### config.mk
export PLATFORM = sky130hd
export DESIGN_NAME = div_iter_unit_flat
export DESIGN_NICKNAME = d
export VERILOG_FILES = /design/src/rtl/div_iter_unit_pkg.sv /design/src/rtl/div_iter_unit_if.sv /design/src/rtl/div_iter_unit_step.sv /design/src/rtl/div_iter_unit.sv /design/src/flat_wrapper.sv
export SDC_FILE = /design/constraint.sdc
export NUM_CORES = 1
export LEC_CHECK = 0
export BUFFER_PORTS_ARGS = -buffer_cell sky130_fd_sc_hd__buf_4
export CAP_MARGIN = 20
export CORE_MARGIN = 2
export CORE_UTILIZATION = 28
export CTS_BUF_LIST = sky130_fd_sc_hd__clkbuf_4
export CTS_CLUSTER_DIAMETER = 80
export DETAILED_ROUTE_END_ITERATION = 8
export PLACE_DENSITY_LB_ADDON = 0.1
export SKIP_CTS_REPAIR_TIMING = 1
export SYNTH_ARGS = -nofsm -noshare
export SYNTH_HDL_FRONTEND = slang
export SYNTH_HIERARCHICAL = 1
export SYNTH_SLANG_ARGS = --single-unit
### constraint.sdc
create_clock -name clk -period 5.4 [get_ports clk]
set_clock_uncertainty 0.1 [all_clocks]
set_input_delay 0.27 -clock clk [delete_from_list [all_inputs] [get_ports clk]]
set_output_delay 0.27 -clock clk [all_outputs]
set_load 0.005 [all_outputs]
### src/rtl/div_iter_unit_pkg.sv
// rtl/div_iter_unit_pkg.sv - shared types and width-N helpers for the iterative divider
package div_iter_unit_pkg;

  localparam int DIV_WIDTH = 64;
  localparam int DIV_TAG_W = 5;

  typedef enum logic [1:0] {
    IDLE = 2'd0,
    BUSY = 2'd1,
    FIX  = 2'd2,
    DONE = 2'd3
  } div_state_t;

  typedef struct packed {
    logic [DIV_WIDTH-1:0] a;
    logic [DIV_WIDTH-1:0] b;
    logic                 is_signed;
    logic                 is_word;
    logic [DIV_TAG_W-1:0] tag;
  } div_req_t;

  // Operand as seen at width N: the upper half is dropped in W mode.
  function automatic logic [DIV_WIDTH-1:0] trunc_n(input logic [DIV_WIDTH-1:0] x,
                                                   input logic is_word);
    return is_word ? {{(DIV_WIDTH/2){1'b0}}, x[DIV_WIDTH/2-1:0]} : x;
  endfunction

  function automatic logic sign_n(input logic [DIV_WIDTH-1:0] x, input logic is_word);
    return is_word ? x[DIV_WIDTH/2-1] : x[DIV_WIDTH-1];
  endfunction

  function automatic logic [DIV_WIDTH-1:0] abs_n(input logic [DIV_WIDTH-1:0] x,
                                                 input logic is_signed,
                                                 input logic is_word);
    logic [DIV_WIDTH-1:0] v;
    v = trunc_n(x, is_word);
    if (is_signed && sign_n(x, is_word))
      v = trunc_n(-v, is_word);
    return v;
  endfunction

endpackage

### src/rtl/div_iter_unit_if.sv
// rtl/div_iter_unit_if.sv - request/response handshake bundle for the divider
interface div_iter_unit_if
  import div_iter_unit_pkg::*;
#(
  parameter int WIDTH = DIV_WIDTH,
  parameter int TAG_W = DIV_TAG_W
);
  logic             in_valid;
  logic             in_ready;
  logic [WIDTH-1:0] in_a;
  logic [WIDTH-1:0] in_b;
  logic             in_signed;
  logic             in_word;
  logic [TAG_W-1:0] in_tag;
  logic             out_valid;
  logic             out_ready;
  logic [WIDTH-1:0] out_quot;
  logic [WIDTH-1:0] out_rem;
  logic             out_dbz;
  logic [TAG_W-1:0] out_tag;

  modport master (
    output in_valid, in_a, in_b, in_signed, in_word, in_tag, out_ready,
    input  in_ready, out_valid, out_quot, out_rem, out_dbz, out_tag
  );

  modport slave (
    input  in_valid, in_a, in_b, in_signed, in_word, in_tag, out_ready,
    output in_ready, out_valid, out_quot, out_rem, out_dbz, out_tag
  );
endinterface

### src/rtl/div_iter_unit_step.sv
// rtl/div_iter_unit_step.sv - one radix-2 restoring iteration on {rem,quot}
module div_step
  import div_iter_unit_pkg::*;
#(
  parameter int WIDTH = DIV_WIDTH
) (
  input  logic [WIDTH:0]   i_rem,
  input  logic [WIDTH-1:0] i_quot,
  input  logic [WIDTH:0]   i_div,
  output logic [WIDTH:0]   o_rem,
  output logic [WIDTH-1:0] o_quot
);
  logic [WIDTH:0] w_shift;
  logic [WIDTH:0] w_diff;
  logic           w_ge;

  assign w_shift = {i_rem[WIDTH-1:0], i_quot[WIDTH-1]};
  assign w_diff  = w_shift - i_div;
  // A set rem MSB would mean the shifted value exceeds any legal divisor.
  assign w_ge    = i_rem[WIDTH] | (w_shift >= i_div);
  assign o_rem   = w_ge ? w_diff : w_shift;
  assign o_quot  = {i_quot[WIDTH-2:0], w_ge};
endmodule

### src/rtl/div_iter_unit.sv
// rtl/div_iter_unit.sv - multi-cycle restoring UDIV/SDIV unit, X and W forms, with flush
module div_iter_unit
  import div_iter_unit_pkg::*;
#(
  parameter int WIDTH = DIV_WIDTH,
  parameter int TAG_W = DIV_TAG_W
) (
  input  logic           clk,
  input  logic           resetn,
  input  logic           i_flush,
  output logic           o_busy,
  div_iter_unit_if.slave bus
);
  localparam int CNT_W = $clog2(WIDTH + 1);
  localparam int HALF  = WIDTH / 2;

  localparam logic [1:0] S_IDLE = IDLE;
  localparam logic [1:0] S_BUSY = BUSY;
  localparam logic [1:0] S_FIX  = FIX;
  localparam logic [1:0] S_DONE = DONE;

  logic [1:0]       r_state;
  logic [WIDTH:0]   r_rem;
  logic [WIDTH-1:0] r_quot;
  logic [WIDTH:0]   r_div;
  logic [CNT_W-1:0] r_cnt;
  logic             r_sign_a;
  logic             r_sign_b;
  logic             r_signed;
  logic             r_word;
  logic             r_dbz;
  logic [TAG_W-1:0] r_tag;

  div_req_t         w_req;
  logic [WIDTH-1:0] w_a_n;
  logic [WIDTH-1:0] w_b_n;
  logic [WIDTH-1:0] w_abs_a;
  logic [WIDTH-1:0] w_abs_b;
  logic [WIDTH-1:0] w_min_n;
  logic [WIDTH-1:0] w_ones_n;
  logic             w_dbz;
  logic             w_ovf;
  logic [WIDTH:0]   w_rem_nxt;
  logic [WIDTH-1:0] w_quot_nxt;
  logic [WIDTH-1:0] w_q_fix;
  logic [WIDTH-1:0] w_r_fix;
  logic             w_neg_q;
  logic             w_neg_r;

  assign w_req = '{a: bus.in_a, b: bus.in_b, is_signed: bus.in_signed,
                   is_word: bus.in_word, tag: bus.in_tag};

  assign w_a_n    = trunc_n(w_req.a, w_req.is_word);
  assign w_b_n    = trunc_n(w_req.b, w_req.is_word);
  assign w_abs_a  = abs_n(w_req.a, w_req.is_signed, w_req.is_word);
  assign w_abs_b  = abs_n(w_req.b, w_req.is_signed, w_req.is_word);
  assign w_min_n  = w_req.is_word ? {{HALF{1'b0}}, 1'b1, {(HALF-1){1'b0}}}
                                  : {1'b1, {(WIDTH-1){1'b0}}};
  assign w_ones_n = w_req.is_word ? {{HALF{1'b0}}, {HALF{1'b1}}} : {WIDTH{1'b1}};
  assign w_dbz    = (w_b_n == '0);
  assign w_ovf    = w_req.is_signed & (w_a_n == w_min_n) & (w_b_n == w_ones_n);

  div_step #(.WIDTH(WIDTH)) u_step (
    .i_rem  (r_rem),
    .i_quot (r_quot),
    .i_div  (r_div),
    .o_rem  (w_rem_nxt),
    .o_quot (w_quot_nxt)
  );

  // Sign fix-up works on magnitudes; the result is cut back to N bits afterwards.
  assign w_neg_q = r_signed & (r_sign_a ^ r_sign_b);
  assign w_neg_r = r_signed & r_sign_a;
  assign w_q_fix = trunc_n(w_neg_q ? -r_quot : r_quot, r_word);
  assign w_r_fix = trunc_n(w_neg_r ? -r_rem[WIDTH-1:0] : r_rem[WIDTH-1:0], r_word);

  always_ff @(posedge clk) begin
    if (!resetn) begin
      r_state  <= S_IDLE;
      r_rem    <= '0;
      r_quot   <= '0;
      r_div    <= '0;
      r_cnt    <= '0;
      r_sign_a <= 1'b0;
      r_sign_b <= 1'b0;
      r_signed <= 1'b0;
      r_word   <= 1'b0;
      r_dbz    <= 1'b0;
      r_tag    <= '0;
    end else if (i_flush) begin
      r_state <= S_IDLE;
    end else begin
      case (r_state)
        S_IDLE: begin
          if (bus.in_valid) begin
            r_tag    <= w_req.tag;
            r_signed <= w_req.is_signed;
            r_word   <= w_req.is_word;
            r_sign_a <= w_req.is_signed & sign_n(w_req.a, w_req.is_word);
            r_sign_b <= w_req.is_signed & sign_n(w_req.b, w_req.is_word);
            if (w_dbz) begin
              r_quot  <= '0;
              r_rem   <= {1'b0, w_a_n};
              r_dbz   <= 1'b1;
              r_state <= S_DONE;
            end else if (w_ovf) begin
              r_quot  <= w_min_n;
              r_rem   <= '0;
              r_dbz   <= 1'b0;
              r_state <= S_DONE;
            end else begin
              // W dividends sit in the top half so N shifts consume exactly N bits.
              r_quot  <= w_req.is_word ? (w_abs_a << HALF) : w_abs_a;
              r_rem   <= '0;
              r_div   <= {1'b0, w_abs_b};
              r_cnt   <= w_req.is_word ? CNT_W'(HALF) : CNT_W'(WIDTH);
              r_dbz   <= 1'b0;
              r_state <= S_BUSY;
            end
          end
        end
        S_BUSY: begin
          r_rem  <= w_rem_nxt;
          r_quot <= w_quot_nxt;
          r_cnt  <= r_cnt - CNT_W'(1);
          if (r_cnt == CNT_W'(1))
            r_state <= S_FIX;
        end
        S_FIX: begin
          r_quot  <= w_q_fix;
          r_rem   <= {1'b0, w_r_fix};
          r_state <= S_DONE;
        end
        S_DONE: begin
          if (bus.out_ready)
            r_state <= S_IDLE;
        end
        default: r_state <= S_IDLE;
      endcase
    end
  end

  assign bus.in_ready  = (r_state == S_IDLE) & ~i_flush;
  assign bus.out_valid = (r_state == S_DONE);
  assign bus.out_quot  = r_quot;
  assign bus.out_rem   = r_rem[WIDTH-1:0];
  assign bus.out_dbz   = r_dbz;
  assign bus.out_tag   = r_tag;
  assign o_busy        = (r_state != S_IDLE);
endmodule

### src/flat_wrapper.sv
// flat-port wrapper written by rule: the top's interface ports become plain ports
module div_iter_unit_flat import div_iter_unit_pkg::*;
#(
  parameter int WIDTH = DIV_WIDTH,
  parameter int TAG_W = DIV_TAG_W
)
  (clk, resetn, i_flush, o_busy, bus_in_valid, bus_in_a, bus_in_b, bus_in_signed, bus_in_word, bus_in_tag, bus_out_ready, bus_in_ready, bus_out_valid, bus_out_quot, bus_out_rem, bus_out_dbz, bus_out_tag);
  div_iter_unit_if #(.WIDTH(WIDTH), .TAG_W(TAG_W)) bus_i ();
  input  logic clk;
  input  logic resetn;
  input  logic i_flush;
  output logic o_busy;
  input wire logic [$bits(bus_i.in_valid)-1:0] bus_in_valid;
  input wire logic [$bits(bus_i.in_a)-1:0] bus_in_a;
  input wire logic [$bits(bus_i.in_b)-1:0] bus_in_b;
  input wire logic [$bits(bus_i.in_signed)-1:0] bus_in_signed;
  input wire logic [$bits(bus_i.in_word)-1:0] bus_in_word;
  input wire logic [$bits(bus_i.in_tag)-1:0] bus_in_tag;
  input wire logic [$bits(bus_i.out_ready)-1:0] bus_out_ready;
  output wire logic [$bits(bus_i.in_ready)-1:0] bus_in_ready;
  output wire logic [$bits(bus_i.out_valid)-1:0] bus_out_valid;
  output wire logic [$bits(bus_i.out_quot)-1:0] bus_out_quot;
  output wire logic [$bits(bus_i.out_rem)-1:0] bus_out_rem;
  output wire logic [$bits(bus_i.out_dbz)-1:0] bus_out_dbz;
  output wire logic [$bits(bus_i.out_tag)-1:0] bus_out_tag;
  assign bus_i.in_valid = bus_in_valid;
  assign bus_i.in_a = bus_in_a;
  assign bus_i.in_b = bus_in_b;
  assign bus_i.in_signed = bus_in_signed;
  assign bus_i.in_word = bus_in_word;
  assign bus_i.in_tag = bus_in_tag;
  assign bus_i.out_ready = bus_out_ready;
  assign bus_in_ready = bus_i.in_ready;
  assign bus_out_valid = bus_i.out_valid;
  assign bus_out_quot = bus_i.out_quot;
  assign bus_out_rem = bus_i.out_rem;
  assign bus_out_dbz = bus_i.out_dbz;
  assign bus_out_tag = bus_i.out_tag;
  div_iter_unit #(.WIDTH(WIDTH), .TAG_W(TAG_W)) u_core (.clk(clk), .resetn(resetn), .i_flush(i_flush), .o_busy(o_busy), .bus(bus_i));
endmodule
# Yosys cells after proc, flatten, opt, wreduce, memory -nomap -nowiden
# Index checks and enable logic that the tools add are counted.
# totals
register_bits	212
latchBits	0
ram_bits	0
mem_bits_ro	0
out_inout_bits	137
n_memories	0
# classes
add_sub_neg	6
multipliers	0
n_div	0
order_cmp	1
n_eq_ne	13
shift	0
mux	35
bitwise_logic	13
reduce_logical	15
# op_table
op	count
$mux 64	17
$neg 64->64	4
$pmux 65 s3	1
$pmux 64 s3	1
$mux 65	2
$eq 64x64->1	2
$ge 65x64->1	1
$sub 65x64->65	1
$logic_not 64->1	1
$mux 7	4
$pmux 7 s2	1
$mux 2	5
$reduce_and 5->1	2
$reduce_and 3->1	3
$ne 2x2->1 const B	4
$pmux 2 s4	1
$reduce_and 4->1	2
$and 1x1->1	7
$eq 7x1->1 const B	1
$sub 7x1->7 const B	1
$ne 3x1->1 const B	2
$eq 2x2->1 const B	2
$not 1->1	4
$reduce_bool 2->1	2
9 further kinds	12

# Longest topological paths before layout
# logic_depth
ltp_word	9
mapped_depth	18
mapped_depth_nobuf	17

# By module
# The synthesis kept the hierarchy.
# by_module_without_submodules
module	instances	cells_each	area_each_um2	seq_area_each_um2
div_iter_unit	1	2221	16308.1	4244.1
div_step	1	853	6164.7	0.0

# Worst setup path before layout
# Ideal clock, no wire load.
# synth_timing
kind	reg2reg
start	register u_core.r_rem[33]
end	register u_core.r_rem[30]
setup_time_ps	116
arrival_ps	3244
t_required_ps	5184
setup_slack_ps	1940
stages_incl_launch_ff	16
n_path_buf	2
synth_period_minus_slack_ps	3460
cell_sequence	dfxtp_1 -> ha_1 -> buf_2 -> nand4_2 -> nor4b_4 -> nand2_2 -> a211oi_2 -> a21oi_2 -> a21oi_2 -> o2111ai_4 -> nand2_8 -> buf_12 -> mux2_4 -> a2111oi_0 -> a2bb2oi_1 -> nor2_1
# synth_between
elab_chain_len	4
# synth_lines
item	line	rtl
from (decl)	div_iter_unit.sv:23	logic [WIDTH:0] r_rem;
from (signal assigned)	div_iter_unit.sv:103	r_rem <= {1'b0, w_a_n};
from (signal assigned)	div_iter_unit.sv:123	r_rem <= w_rem_nxt;
from (signal assigned)	div_iter_unit.sv:131	r_rem <= {1'b0, w_r_fix};
$ge 65x64->1	div_iter_unit_step.sv:20	assign w_ge = i_rem[WIDTH] | (w_shift >= i_div);
$or 1x1->1	div_iter_unit_step.sv:20	
$mux 65	div_iter_unit_step.sv:21	assign o_rem = w_ge ? w_diff : w_shift;
via u_core.w_rem_nxt[30]	div_iter_unit.sv:43	logic [WIDTH:0] w_rem_nxt;
$pmux 65 s3	div_iter_unit.sv:93	case (r_state)
# The timed path passes the listed nets, and every way through them passes these cells.
# A chain may end at the register's enable or synchronous reset.

# Worst setup path after layout
# layout_timing
start	register u_core.r_rem[37]
end	register u_core.r_rem[7]
# layout_between
elab_chain_len	4
# layout_lines
item	line	rtl
$ge 65x64->1	div_iter_unit_step.sv:20	
$or 1x1->1	div_iter_unit_step.sv:20	
via u_core.w_quot_nxt[0]	div_iter_unit.sv:44	logic [WIDTH-1:0] w_quot_nxt;
$mux 65	div_iter_unit_step.sv:21	
via u_core.w_rem_nxt[7]	div_iter_unit.sv:43	
$pmux 65 s3	div_iter_unit.sv:93	
# The timed path passes the listed nets, and every way through them passes these cells.

==> results.py <==
metrics = {
    "status": {
        "status": "completed",
    },
    "cts": {
        "clkLatencyLatePin_ns": 0.87,
        "clk_pin_slew_ns": 0.06,
        "cts-buffers-inserted": 71,
        "clock_sinks": 212,
        "cts_tree": "yes",
        "cts_root_buffer": "clkbuf_4",
        "htree_levels": 3,
        "clockBufferDepth": 3,
    },
    "logic_synthesis": {
        "synth_top_flop_cell": "dfxtp_1",
        "syn_avg_cell_area_um2": 7.31,
        "synth.cell_area_um2": 22500,
        "synth_cell_types": 109,
        "ys_seq_area_share_pct": 18.9,
        "postSynth.asyncResetShare_pct": 0,
        "synthCells": 3074,
        "ys_seq_elements": 212,
        "synth_warnings": 6,
        "syn_nets": 3292,
        "synth_edf_count": 0,
    },
    "global_routing": {
        "grt_pass1_wl_um": 156000,
        "grt_start_max_net_pins": 75,
        "gr-usage-all-layers_pct": 24.9,
        "antenna_found_initial": 2,
        "overflow": 0,
        "grt_pass1_vias": 23500,
    },
    "worst_setup_path": {
        "reg2reg_slack_ns": 0.28,
        "startpoint_type": "register",
        "cp_max_fo": 50,
        "r2r-start": "u_core/r_rem[37]$_SDFFE_PN0P_",
        "end_kind": "register",
        "path_cells": "ha_1, nand4_2, nor4b_4, a211oi_2, a31oi_1, nor3_2, a21oi_2, o2111ai_4, nand2_8, buf_4, mux2_4, a221oi_1, a21oi_1, dlygate4sd3_1",
        "r2r_cells": 14,
        "reg2reg_to": "u_core/r_rem[7]$_SDFFE_PN0P_",
        "worst-path-buf-inv": 2,
        "slowest_stage": "dlygate4sd3_1",
        "arrival_ns": 5.71,
        "crit_type": "reg2reg",
        "worstPathRequired_ns": 5.99,
        "cp_num_cells": 14,
        "max_stage_delay_ns": 0.56,
        "cp_top_family": "compound AO/OA/AOI/OAI gates",
    },
    "min_path": {
        "min_from": "bus_in_word",
        "min_to": "u_core/r_div[56]$_SDFFE_PN0P_",
        "holdCritPathClass": "in2reg",
        "hold_depth": 5,
    },
    "floorplanning": {
        "die_w_um": 287,
        "io_pins": 277,
        "die-area_um2": 82500,
        "coreArea_um2": 79300,
        "initial_core_util_pct": 28.4,
        "die_height_um": 287,
        "num_rows": 103,
    },
    "routing": {
        "routed_wl_um": 107000,
        "drt_iter0_markers": 2678,
        "drtAntennaViolNets": 0,
        "detail_route.first_pass.iterations": 6,
        "dr_total_vias": 25100,
        "wire_per_inst_um": 24.2,
        "drc": 0,
        "vias_per_cell": 5.66,
    },
    "timing": {
        "relSlewSlack_pct": 23.2,
        "setup_tns_ns": 0,
        "worst_slew_pin_slew_ns": 1.14,
        "fin_crit_ns": 5.12,
        "setup_violations": 0,
        "rsz0062_at_grt": "false",
        "fin_crit_sh_pct": 94.8,
        "fmax_mhz": 195,
        "hold_violations": 0,
        "drv_slew": 0,
    },
    "layout": {
        "final.fill_count": 8527,
        "multi_input_area_um2": 16000,
        "nNetsFinal": 3554,
        "layout_common_cells": "buf_4 (339), nand2_1 (285), a21oi_1 (250)",
        "final_common_cell": "buf_4",
        "synthToLayoutAreaGrowth_pct": 21.2,
        "drive_gt1_share_pct": 17.6,
        "seqCellArea_um2": 4240,
        "final_cells": 4439,
    },
    "placed_design": {
        "dp_hpwl_um": 82300,
        "finalWeightedCongestion": 0.935,
        "dpl.cell_count": 4140,
        "io_buffers": 276,
    },
    "pwr": {
        "p_per_area_nw_per_um2": 247,
        "irDropWorstVdd_uv": 112,
        "power.leakage_nw": 10.6,
    },
    "job": {
        "cap_violations": 0,
    },
}
routing by layer:
| metal | vias to the layer above | GRT usage, % | wire (um) |
|---|---|---|---|
| met3 | 156 | 4.46 | 7030 |
| li1 | 11900 | - | - |
| met4 | 0 | 8.37 | 3490 |
| met2 | 985 | 39.0 | 48100 |
| met1 | 12100 | 34.2 | 48700 |
| met5 | - | 0 | 0 |
how the worst max path moves through the flow:
stage | from | end | slack, ns
global route | u_core/r_rem[37]$_SDFFE_PN0P_ | u_core/r_rem[7]$_SDFFE_PN0P_ | 0.05
global placement | u_core/r_rem[37]$_SDFFE_PN0P_ | u_core/r_rem[25]$_SDFFE_PN0P_ | 0.90
finish | u_core/r_rem[37]$_SDFFE_PN0P_ | u_core/r_rem[7]$_SDFFE_PN0P_ | 0.28
CTS | u_core/r_rem[37]$_SDFFE_PN0P_ | u_core/r_rem[20]$_SDFFE_PN0P_ | 0.78
floorplan | u_core/r_rem[33]$_SDFFE_PN0P_ | u_core/r_rem[30]$_SDFFE_PN0P_ | 1.94
detailed placement | u_core/r_rem[37]$_SDFFE_PN0P_ | u_core/r_rem[20]$_SDFFE_PN0P_ | 0.84
final cells by class:
cell class	instances	share of cell area (%)
Antenna cell	5	0.0459
Clock inverter	25	0.661
Multi-Input combinational cell	2431	58.9
Timing Repair Buffer	517	16.0
Tap cell	1050	4.82
Sequential cell	212	15.6
Inverter	103	1.42
Clock buffer	96	2.65
cell families after synthesis:
kind of cell / Yosys count / share of synthesized area [%]
AOI/OAI and AO/OA: 1005 / 29.8
buffers and inverters: 431 / 10.0
adders and majority gates: 78 / 4.38
xor gates and xnor gates: 227 / 8.85
DFF: 212 / 18.9
other: 1 / 0.0167
muxes: 75 / 4.59
and+or+nand+nor: 1045 / 23.4
power breakdown:
| group | internal, mW | switching (mW) |
|---|---|---|
| clock network | 0.963 | 0.863 |
| registers | 1.67 | 0.158 |
| logic | 1.26 | 1.82 |
| total | 3.89 | 2.84 |
synth_stat cells (all sizes together) (28+ instances only):
cell	instances	area [um2]
or3	36	230
a211oi	53	423
ha	77	963
o21ai	228	1150
mux2	63	912
nand2	289	1110
a21oi	263	1370
xnor2	110	963
nor3	104	531
o31ai	65	493
a221oi	70	613
xor2	117	1020
o211ai	28	210
dfxtp	212	4240
clkbuf	159	597
nor4	72	475
inv	102	383
or4	37	285
nor2	229	860
a21o	37	278
buf	169	1270
nand3	78	390
nand4	54	350
a31oi	36	225
tightest hold or removal path, stage by stage:
cell and delay, ns:
buf_4 0.24, a21oi_1 0.18, o31ai_1 0.09, xor2_1 0.15, o2bb2ai_1 0.07
sequential cells by signal (all words and copies together) (netlist names):
register,cells
u_core/bus.out_dbz,1
u_core/bus.out_quot,64
u_core/bus.out_tag,5
u_core/r_cnt,7
u_core/r_div,64
u_core/r_rem,65
u_core/r_sign_a,1
u_core/r_sign_b,1
u_core/r_signed,1
u_core/r_state,2
u_core/r_word,1
stage by stage:
stage | power (mW) | area [um2] | utilization (%) | hold WS (ns) | setup slack [ns]
CTS | 6.65 | 25500 | 32.2 | -0.432 | 0.782
global placement | 4.77 | 24500 | 31.0 | 0.345 | 0.901
global route | 7.15 | 27200 | 34.4 | 0.107 | 0.0532
finish | 6.73 | 27200 | 34.4 | 0.150 | 0.281
floorplan | 3.83 | 22500 | - | 0.304 | 1.94
detailed placement | 4.77 | 24600 | 31.0 | 0.347 | 0.837
Note: power is estimated with default switching activity, not from simulation.
